$ cat src/rtl/dut_run_host.sv
// Host sequencer: load program, pulse start, time the run, stream data memory back.
// Latency: outputs decoded combinationally from registered state/index; dut_start registered.
// Backpressure: ld_valid gaps stall LOAD; rb_ready low holds dm_addr/rb_data stable in READBACK.
//
// Ports:
//   CLK, reset                    clock (posedge), async active-high reset
//   go, prog_len, rd_base, rd_len session request and its parameters (latched in IDLE)
//   ld_valid/ld_data/ld_ready     program stream into instruction memory
//   im_we/im_addr/im_wdata        instruction-memory write port
//   dut_start / dut_halt          processor start/halt handshake
//   dm_own/dm_addr/dm_rdata       data-memory read port (combinational read data)
//   rb_valid/rb_data/rb_ready     readback stream
//   busy, done, timed_out, cycles session status
module dut_run_host #(
    parameter int          PC_W         = 10,
    parameter int          INSTR_W      = 9,
    parameter int          ADDR_W       = 8,
    parameter int          DATA_W       = 8,
    parameter int          START_CYCLES = 2,
    parameter logic [15:0] TIMEOUT      = 16'hFFFF
) (
    input  logic               CLK,
    input  logic               reset,
    input  logic               go,
    input  logic [PC_W-1:0]    prog_len,
    input  logic [ADDR_W-1:0]  rd_base,
    input  logic [ADDR_W:0]    rd_len,
    input  logic               ld_valid,
    input  logic [INSTR_W-1:0] ld_data,
    output logic               ld_ready,
    output logic               im_we,
    output logic [PC_W-1:0]    im_addr,
    output logic [INSTR_W-1:0] im_wdata,
    output logic               dut_start,
    input  logic               dut_halt,
    output logic               dm_own,
    output logic [ADDR_W-1:0]  dm_addr,
    input  logic [DATA_W-1:0]  dm_rdata,
    output logic               rb_valid,
    output logic [DATA_W-1:0]  rb_data,
    input  logic               rb_ready,
    output logic               busy,
    output logic               done,
    output logic               timed_out,
    output logic [15:0]        cycles
);

    // One index serves the load beat count, the start-pulse timer and the
    // readback beat count; it must hold prog_len-1 and rd_len-1 (up to 255).
    localparam int IDX_W = (PC_W > ADDR_W + 1) ? PC_W : ADDR_W + 1;
    localparam logic [IDX_W-1:0] IDX_ONE    = IDX_W'(1);
    localparam logic [IDX_W-1:0] START_LAST = IDX_W'(START_CYCLES - 1);
    localparam logic [15:0]      TMO_LAST   = TIMEOUT - 16'd1;

    typedef enum logic [2:0] {
        S_IDLE,
        S_LOAD,
        S_START,
        S_RUN,
        S_READBACK,
        S_DONE
    } state_t;

    state_t              state_q, state_d;
    logic [IDX_W-1:0]    idx_q, idx_d;
    logic [IDX_W-1:0]    prog_len_q, prog_len_d;
    logic [IDX_W-1:0]    rd_len_q, rd_len_d;
    logic [ADDR_W-1:0]   rd_base_q, rd_base_d;
    logic [15:0]         cycles_q, cycles_d;
    logic                timed_out_q, timed_out_d;
    logic                dut_start_q, dut_start_d;

    always_ff @(posedge CLK or posedge reset) begin
        if (reset) begin
            state_q     <= S_IDLE;
            idx_q       <= '0;
            prog_len_q  <= '0;
            rd_len_q    <= '0;
            rd_base_q   <= '0;
            cycles_q    <= '0;
            timed_out_q <= 1'b0;
            dut_start_q <= 1'b0;
        end else begin
            state_q     <= state_d;
            idx_q       <= idx_d;
            prog_len_q  <= prog_len_d;
            rd_len_q    <= rd_len_d;
            rd_base_q   <= rd_base_d;
            cycles_q    <= cycles_d;
            timed_out_q <= timed_out_d;
            dut_start_q <= dut_start_d;
        end
    end

    always_comb begin
        state_d     = state_q;
        idx_d       = idx_q;
        prog_len_d  = prog_len_q;
        rd_len_d    = rd_len_q;
        rd_base_d   = rd_base_q;
        cycles_d    = cycles_q;
        timed_out_d = timed_out_q;

        ld_ready = 1'b0;
        im_we    = 1'b0;
        im_addr  = '0;
        im_wdata = '0;
        dm_own   = 1'b0;
        dm_addr  = '0;
        rb_valid = 1'b0;
        rb_data  = '0;

        case (state_q)
            S_IDLE: begin
                if (go) begin
                    prog_len_d  = IDX_W'(prog_len);
                    rd_len_d    = IDX_W'(rd_len);
                    rd_base_d   = rd_base;
                    cycles_d    = '0;
                    timed_out_d = 1'b0;
                    idx_d       = '0;
                    state_d     = (prog_len != '0) ? S_LOAD : S_START;
                end
            end

            S_LOAD: begin
                ld_ready = 1'b1;
                im_we    = ld_valid;
                im_addr  = idx_q[PC_W-1:0];
                im_wdata = ld_data;
                if (ld_valid) begin
                    if (idx_q == prog_len_q - IDX_ONE) begin
                        idx_d   = '0;
                        state_d = S_START;
                    end else begin
                        idx_d = idx_q + IDX_ONE;
                    end
                end
            end

            // The index times the start pulse so it is zero again on entry to RUN
            // and therefore ready as the readback offset.
            S_START: begin
                if (idx_q == START_LAST) begin
                    idx_d   = '0;
                    state_d = S_RUN;
                end else begin
                    idx_d = idx_q + IDX_ONE;
                end
            end

            // Halt wins over timeout on the same cycle; the timeout cycle itself
            // is a counted (halt=0) cycle.
            S_RUN: begin
                if (dut_halt) begin
                    state_d = (rd_len_q == '0) ? S_DONE : S_READBACK;
                end else if (cycles_q == TMO_LAST) begin
                    cycles_d    = cycles_q + 16'd1;
                    timed_out_d = 1'b1;
                    state_d     = (rd_len_q == '0) ? S_DONE : S_READBACK;
                end else begin
                    cycles_d = cycles_q + 16'd1;
                end
            end

            // Address wraps naturally in ADDR_W bits.
            S_READBACK: begin
                dm_own   = 1'b1;
                dm_addr  = rd_base_q + idx_q[ADDR_W-1:0];
                rb_valid = 1'b1;
                rb_data  = dm_rdata;
                if (rb_ready) begin
                    if (idx_q == rd_len_q - IDX_ONE) begin
                        idx_d   = '0;
                        state_d = S_DONE;
                    end else begin
                        idx_d = idx_q + IDX_ONE;
                    end
                end
            end

            S_DONE: begin
                state_d = S_IDLE;
            end

            default: begin
                state_d = S_IDLE;
            end
        endcase

        // Registered start strobe: high exactly while the next state is START.
        dut_start_d = (state_d == S_START);
    end

    assign dut_start = dut_start_q;
    assign busy      = (state_q != S_IDLE);
    assign done      = (state_q == S_DONE);
    assign timed_out = timed_out_q;
    assign cycles    = cycles_q;

endmodule

$ cat config.mk
export PLATFORM = sky130hd
export DESIGN_NAME = dut_run_host
export DESIGN_NICKNAME = d
export VERILOG_FILES = /design/src/rtl/dut_run_host.sv
export SDC_FILE = /design/constraint.sdc
export NUM_CORES = 1
export LEC_CHECK = 0
export CAP_MARGIN = 20
export CELL_PAD_IN_SITES_DETAIL_PLACEMENT = 0
export CELL_PAD_IN_SITES_GLOBAL_PLACEMENT = 1
export CORE_ASPECT_RATIO = 0.8
export CORE_MARGIN = 2
export CORE_UTILIZATION = 36
export CTS_CLUSTER_SIZE = 30
export DETAILED_ROUTE_END_ITERATION = 6
export HOLD_SLACK_MARGIN = 0.15
export PLACE_DENSITY_LB_ADDON = 0.12
export SKIP_LAST_GASP = 1
export SLEW_MARGIN = 15
export SYNTH_ARGS = -nofsm -noshare
export SYNTH_HDL_FRONTEND = slang
export SYNTH_SLANG_ARGS = --single-unit
$ cat constraint.sdc
create_clock -name CLK -period 3.78 [get_ports CLK]
set_input_delay 0.756 -clock CLK [delete_from_list [all_inputs] [get_ports CLK]]
set_output_delay 0.756 -clock CLK [all_outputs]
set_load 0.01 [all_outputs]
-- Word-level counts from Yosys, hierarchy flattened
Index checks and enable logic that the tools add are counted.
- register bits after elaboration: 58
- bits in latches: 0
- memory bits (writable): 0
- ROM bits: 0
- bits of input ports: 50
- output and inout bits: 59
- word-level logic and storage cells: 70
- memories: 0
- $add $sub $neg: 5
- multipliers: 0
- div/mod/pow operators: 0
- order comparisons: 0
- equal/unequal tests: 15
- shifts and indexed selects: 0
- multiplexer cells: 32
- bitwise logic cells: 0
- reduce and logical (&&, ||, !) cells: 10
- operator list (cell ; number):
    $mux W10 ; 7
    $pmux W10 S4 ; 1
    $mux W16 ; 2
    $pmux W16 S2 ; 1
    $mux W3 ; 8
    $eq A10 B10 Y1 ; 2
    $add A16 B1 Y16 const B ; 1
    $eq A16 B16 Y1 const B ; 1
    $mux W8 ; 2
    $pmux W3 S5 ; 1
    $add A10 B1 Y10 const B ; 1
    $eq A10 B1 Y1 const B ; 1
    $logic_not A10 Y1 ; 1
    $ne A2 B2 Y1 const B ; 5
    $reduce_bool A10 Y1 ; 1
    $sub A10 B1 Y10 const B ; 1
    $sub A9 B1 Y10 const B ; 1
    $eq A3 B2 Y1 const B ; 3
    $mux W9 ; 1
    $add A8 B8 Y8 ; 1
    $reduce_and A4 Y1 ; 2
    $mux W1 ; 7
    $eq A3 B3 Y1 const B ; 2
    $reduce_bool A4 Y1 ; 1
    8 further kinds ; 8

-- Depth between registers and ports, before layout
- depth in word-level cells: 6
- mapped depth: 9
- gate-level depth less buffers: 9

-- Worst setup path before layout
OpenSTA, ideal clock, no wires.
- path type: flip-flop to flip-flop
- start: register prog_len_q[2]
- end: register idx_q[2]
- library setup time: 0.142 ns
- arrival time: 2.537 ns
- required time: 3.638 ns
- setup slack: 1.101 ns
- cell stages (with the launch flop): 9
- buffers on the path: 1
- period minus slack after synthesis: 2.679 ns
- cell sequence: dfrtp_1 -> buf_6 -> or4_4 -> or4b_1 -> a211oi_1 -> nor2b_1 -> o31ai_2 -> nor4b_4 -> nor3_1
- cells in the longest elaborated chain, start to end: 5
- ends and longest elaborated chain (element ; RTL line ; text):
    start, declared ; 66 ; logic [IDX_W-1:0] prog_len_q, prog_len_d;
    start signal, assigned ; 86 ; prog_len_q <= prog_len_d;
    $sub A10 B1 Y10 ; 132 ; if (idx_q == prog_len_q - IDX_ONE) begin
    $eq A10 B10 Y1 ; 132 ;
    $mux W10 ; 132 ;
    $mux W10 ; 131 ; if (ld_valid) begin
    $pmux W10 S4 ; 113 ; case (state_q)
    end signal, assigned ; 85 ; idx_q <= idx_d;
    end, declared ; 65 ; logic [IDX_W-1:0] idx_q, idx_d;
No other way between the ends. The select of a mux whose other input is x is not followed.
A chain may end at the register's enable or synchronous reset.

-- Final worst setup path
- start: register idx_q[1]
- end: output port dm_addr[7]
- cells in the longest elaborated chain, start to end: 2
- ends and longest elaborated chain (element ; RTL line ; text):
    $add A8 B8 Y8 ; 169 ; dm_addr = rd_base_q + idx_q[ADDR_W-1:0];
    $mux W8 ; 113 ;
    end, declared ; 37 ; output logic [ADDR_W-1:0] dm_addr,
No other way between the ends.

==> out/summary.log <==
INFO  status         result_of_the_run=finished clean
INFO  clock_tree     clk_latency=0.33ns
INFO  routing        drt-pass1-iter-count=4
INFO  floorplanning  initial_core_util=37.4%
INFO  floorplanning  coreArea=10400um^2
INFO  yosys          synth_fa_ha_area_share=4.69%
INFO  power          powerDensity=583nW/um^2
INFO  global_routing wire_length_of_the_first_global_routing_pass=17300um
INFO  timing         final_hold_viol_count=0
INFO  clock_tree     clk_pin_slew_worst_paths=0.05ns
INFO  yosys          netlist_area=3900um^2
INFO  power          totalPowerFinal=3.20mW
INFO  global_routing grt_pass1_vias=3398
INFO  power          p_comb_share=40.2%
INFO  timing         timing.final.crit_period=3.58ns
INFO  power          power_leakage=2.27nW
INFO  clock_tree     resized_cells_post_cts=0
INFO  floorplanning  floorplan.die_area=11700um^2
INFO  floorplanning  die_width=120um
INFO  routing        drt-initial-drc-count=153
INFO  timing         max_clock_freq=279MHz
INFO  global_routing grt_start_max_net_pins=49
INFO  clock_tree     clock_tree_from_tritoncts=yes
INFO  finish         fillerInstances=989
INFO  clock_tree     cts_num_sinks=58
INFO  power          internal_power=2.06mW
INFO  floorplanning  placement_rows=33
INFO  power          swShare=35.6%
INFO  yosys          post_synth_main_area_contributors=dfrtp_1 (37%), mux2_2 (6.4%), xor2_1 (4.9%)
INFO  routing        routed_wl=10600um
INFO  worst_setup_path crit_path_start=idx_q[1]$_DFFE_PP0P_
INFO  power          p_seq_share=33.0%
INFO  global_routing grt.total_usage=18.7%
INFO  placement      gp_congestion=0.788
INFO  yosys          synth-edff-count=0
INFO  yosys          ys.flop_type=dfrtp_1
INFO  worst_setup_path crit_end_category=output port
INFO  clock_tree     clock_tree.htree_level_count=3
INFO  clock_tree     clockBufferDepth=2
INFO  placement      cell_area_after_placement=5170um^2
INFO  power          switchingPower=1.14mW
INFO  yosys          synth.ff_latch_count=58
INFO  routing        routed_wire_length_per_instance=15.5um
INFO  worst_setup_path timing.critical_path.arrival=2.83ns
INFO  yosys          post-synth-top-area-cell=dfrtp_1
INFO  global_routing grt_overflow_total=0
INFO  finish         ff_latch_area=1450um^2
INFO  routing        routed-via-count=3565
INFO  yosys          synth_top_area_share=37.3%
INFO  timing         maxSlewViolCount=0
INFO  timing         fin_setup_tns=0ns
INFO  finish         fin_area=5490um^2
INFO  yosys          distinct_cells_synth=58
INFO  routing        final_antenna_net_count=0
INFO  placement      port_buffers=108
INFO  finish         finish.net_count=605
INFO  yosys          compound_gate_portion_of_the_synthesized_area=9.96%
INFO  yosys          ys_async_sr_fraction=100%
INFO  yosys          ys.warnings.count=0
INFO  yosys          postSynthNetCount=500
INFO  routing        vias_per_std_cell=5.20
INFO  power          p_clk_share=26.8%
INFO  worst_setup_path crit_fanout=8
INFO  clock_tree     number_of_hold_repair_buffers_added_at_the_cts_stage=0
INFO  yosys          main_combinational_cell_family_by_area_after_synthesis=simple AND/OR/NAND/NOR gates
INFO  clock_tree     tritoncts.num_buffers=9
INFO  yosys          yosys.area_share.simple=28.3%
INFO  timing         timing.slew.headroom=49.4%
INFO  yosys          synth-xor-area-share=8.99%
INFO  finish         multi_input_comb_area=2290um^2
INFO  finish         post_route_cells_drive_above_1_share=11.2%
INFO  yosys          synth.yosys.seq_area_share=37.3%
INFO  yosys          muxShareOfSynthArea=6.36%
INFO  worst_setup_path crit-reg2reg-capture=idx_q[3]$_DFFE_PP0P_
INFO  placement      place_inst=670
INFO  floorplanning  die_height=97.1um
INFO  worst_setup_path worst_setup_path_endpoint=dm_addr[7]
INFO  placement      dp_hpwl=7850um
INFO  routing        detail_route.drc_violations=0
INFO  clock_tree     postCtsSetupRepairBufs=0
INFO  floorplanning  i_o_pin_cnt=109
INFO  finish         post_layout_nonfiller_instances=686
INFO  timing         tightest_slew=0.753ns
INFO  finish         layout-area-overhead-vs-synth=40.8%
INFO  yosys          synthesis.area_per_instance=8.94um^2
INFO  power          power.ir.vdd_worst=381uV
INFO  global_routing grt_antenna_before_repair=0
INFO  finish         layout.cells.most_common=clkdlybuf4s50_1
INFO  clock_tree     cts_root_buf=clkbuf_16
INFO  job            max-cap-violations=0
INFO  timing         final_cycle_utilization_of_the_critical_path=94.8%
INFO  min_path       hp-class=flop to flop
INFO  finish         layout_common_cells=clkdlybuf4s50_1 (108), dfrtp_1 (58), nor2_1 (51), and2_1 (28), nor3_1 (23)
INFO  worst_setup_path r2r_cells=7
INFO  timing         setup_viol=0
INFO  timing         rsz0062_at_grt=no
INFO  worst_setup_path register_to_register_path_setup_slack=0.75ns
INFO  worst_setup_path critPathLaunchType=flop
INFO  worst_setup_path timing_worst_setup_path_type=flop to output port
INFO  finish         antenna_cells_inserted=0
INFO  worst_setup_path worst_r2r_startpoint=prog_len_q[2]$_DFFE_PP0P_
INFO  yosys          syn_inst=436
INFO  timing         clock_skew=0.00564ns
INFO  worst_setup_path worst-endpoint-required=3.02ns
## cells in the mapped netlist, types with 5 or more instances
master     n
xnor2_1   18
dfrtp_1   58
o21ai_0   18
a211oi_1   5
ha_1      13
nand3_1   21
nor2b_1    5
nand2_1   21
and3_1     9
nor4_1    10
nor3_1    24
a21oi_1    6
inv_1     16
mux2_2    22
and2_1    28
nand4_1    8
xor2_1    22
nor2_1    51
clkbuf_1  23
## kinds of logic (layout without fill, tap and decap cells)
logic type | after synthesis | count (layout)
xor gates and xnor gates | 40 | 40
adders and majority gates | 14 | 14
AOI/OAI and AO/OA | 56 | 56
buffers and inverters | 43 | 153
muxes | 22 | 22
and+or+nand+nor | 203 | 203
DFF | 58 | 58
## registers in the layout, indices dropped and copies added, names as in the netlist
| name | count |
|---|---|
| cycles | 16 |
| prog_len_q | 10 |
| dut_start | 1 |
| rd_base_q | 8 |
| idx_q | 10 |
| state_q | 3 |
| rd_len_q | 9 |
| timed_out | 1 |
## routing by layer
| metal | part of all wire, % | up-vias | routed length [um] | GRT usage (%) |
|---|---|---|---|---|
| li1 | - | 1747 | - | - |
| met1 | 49 | 1686 | 5210 | 26.3 |
| met2 | 42 | 120 | 4510 | 28.0 |
| met3 | 7.2 | 12 | 765 | 5.40 |
| met4 | 1.4 | 0 | 145 | 5.37 |
| met5 | 0 | - | 0 | 0 |
## how the worst min path moves through the flow
stage | startpoint | end | cells past startpoint | slack, ns
finish | timed_out$_DFFE_PP0P_ | timed_out$_DFFE_PP0P_ | 2 | 0.52
global placement | rd_base_q[0]$_DFFE_PP0P_ | rd_base_q[0]$_DFFE_PP0P_ | 1 | 0.50
detailed placement | rd_base_q[5]$_DFFE_PP0P_ | rd_base_q[5]$_DFFE_PP0P_ | 1 | 0.51
floorplan | rd_base_q[0]$_DFFE_PP0P_ | rd_base_q[0]$_DFFE_PP0P_ | 1 | 0.48
global route | rd_base_q[5]$_DFFE_PP0P_ | rd_base_q[5]$_DFFE_PP0P_ | 1 | 0.55
CTS | rd_base_q[5]$_DFFE_PP0P_ | rd_base_q[5]$_DFFE_PP0P_ | 1 | 0.52
## worst max-delay path, cell delays in order (launching register included)
cell             delay [ns]
dfrtp_1                0.50
ha_1                   0.35
a21o_1                 0.15
a21oi_1                0.16
nor2b_1                0.08
o21a_1                 0.18
o41a_1                 0.32
xnor2_1                0.13
nor2_1                 0.08
clkdlybuf4s50_1        0.54
## area by class of cell
| type | instances | area share [%] |
|---|---|---|
| multi-input combinational | 335 | 41.8 |
| clock buffer | 15 | 5.25 |
| timing repair buffer | 121 | 21.7 |
| tap | 140 | 3.19 |
| inverter | 16 | 1.09 |
| clock inverter | 1 | 0.547 |
| sequential | 58 | 26.5 |
## metrics by stage
step / utilization, % / setup slack, ns / hold WS [ns]
after floorplan: - / 1.10 / 0.485
after global placement: 49.5 / 0.556 / 0.502
after detailed placement: 49.7 / 0.526 / 0.511
after CTS: 52.7 / 0.181 / 0.523
after global routing: 52.7 / 0.0102 / 0.553
final: 52.7 / 0.195 / 0.515
## power by group through the flow
stage	registers [mW]	logic [mW]	clock network (mW)
after floorplan	0.951	0.977	0
after global placement	1.05	1.27	0
after detailed placement	1.06	1.28	0
after CTS	1.05	1.29	0.872
after global routing	1.09	1.43	0.905
final	1.05	1.29	0.855
(Power assumes the default switching activity.)
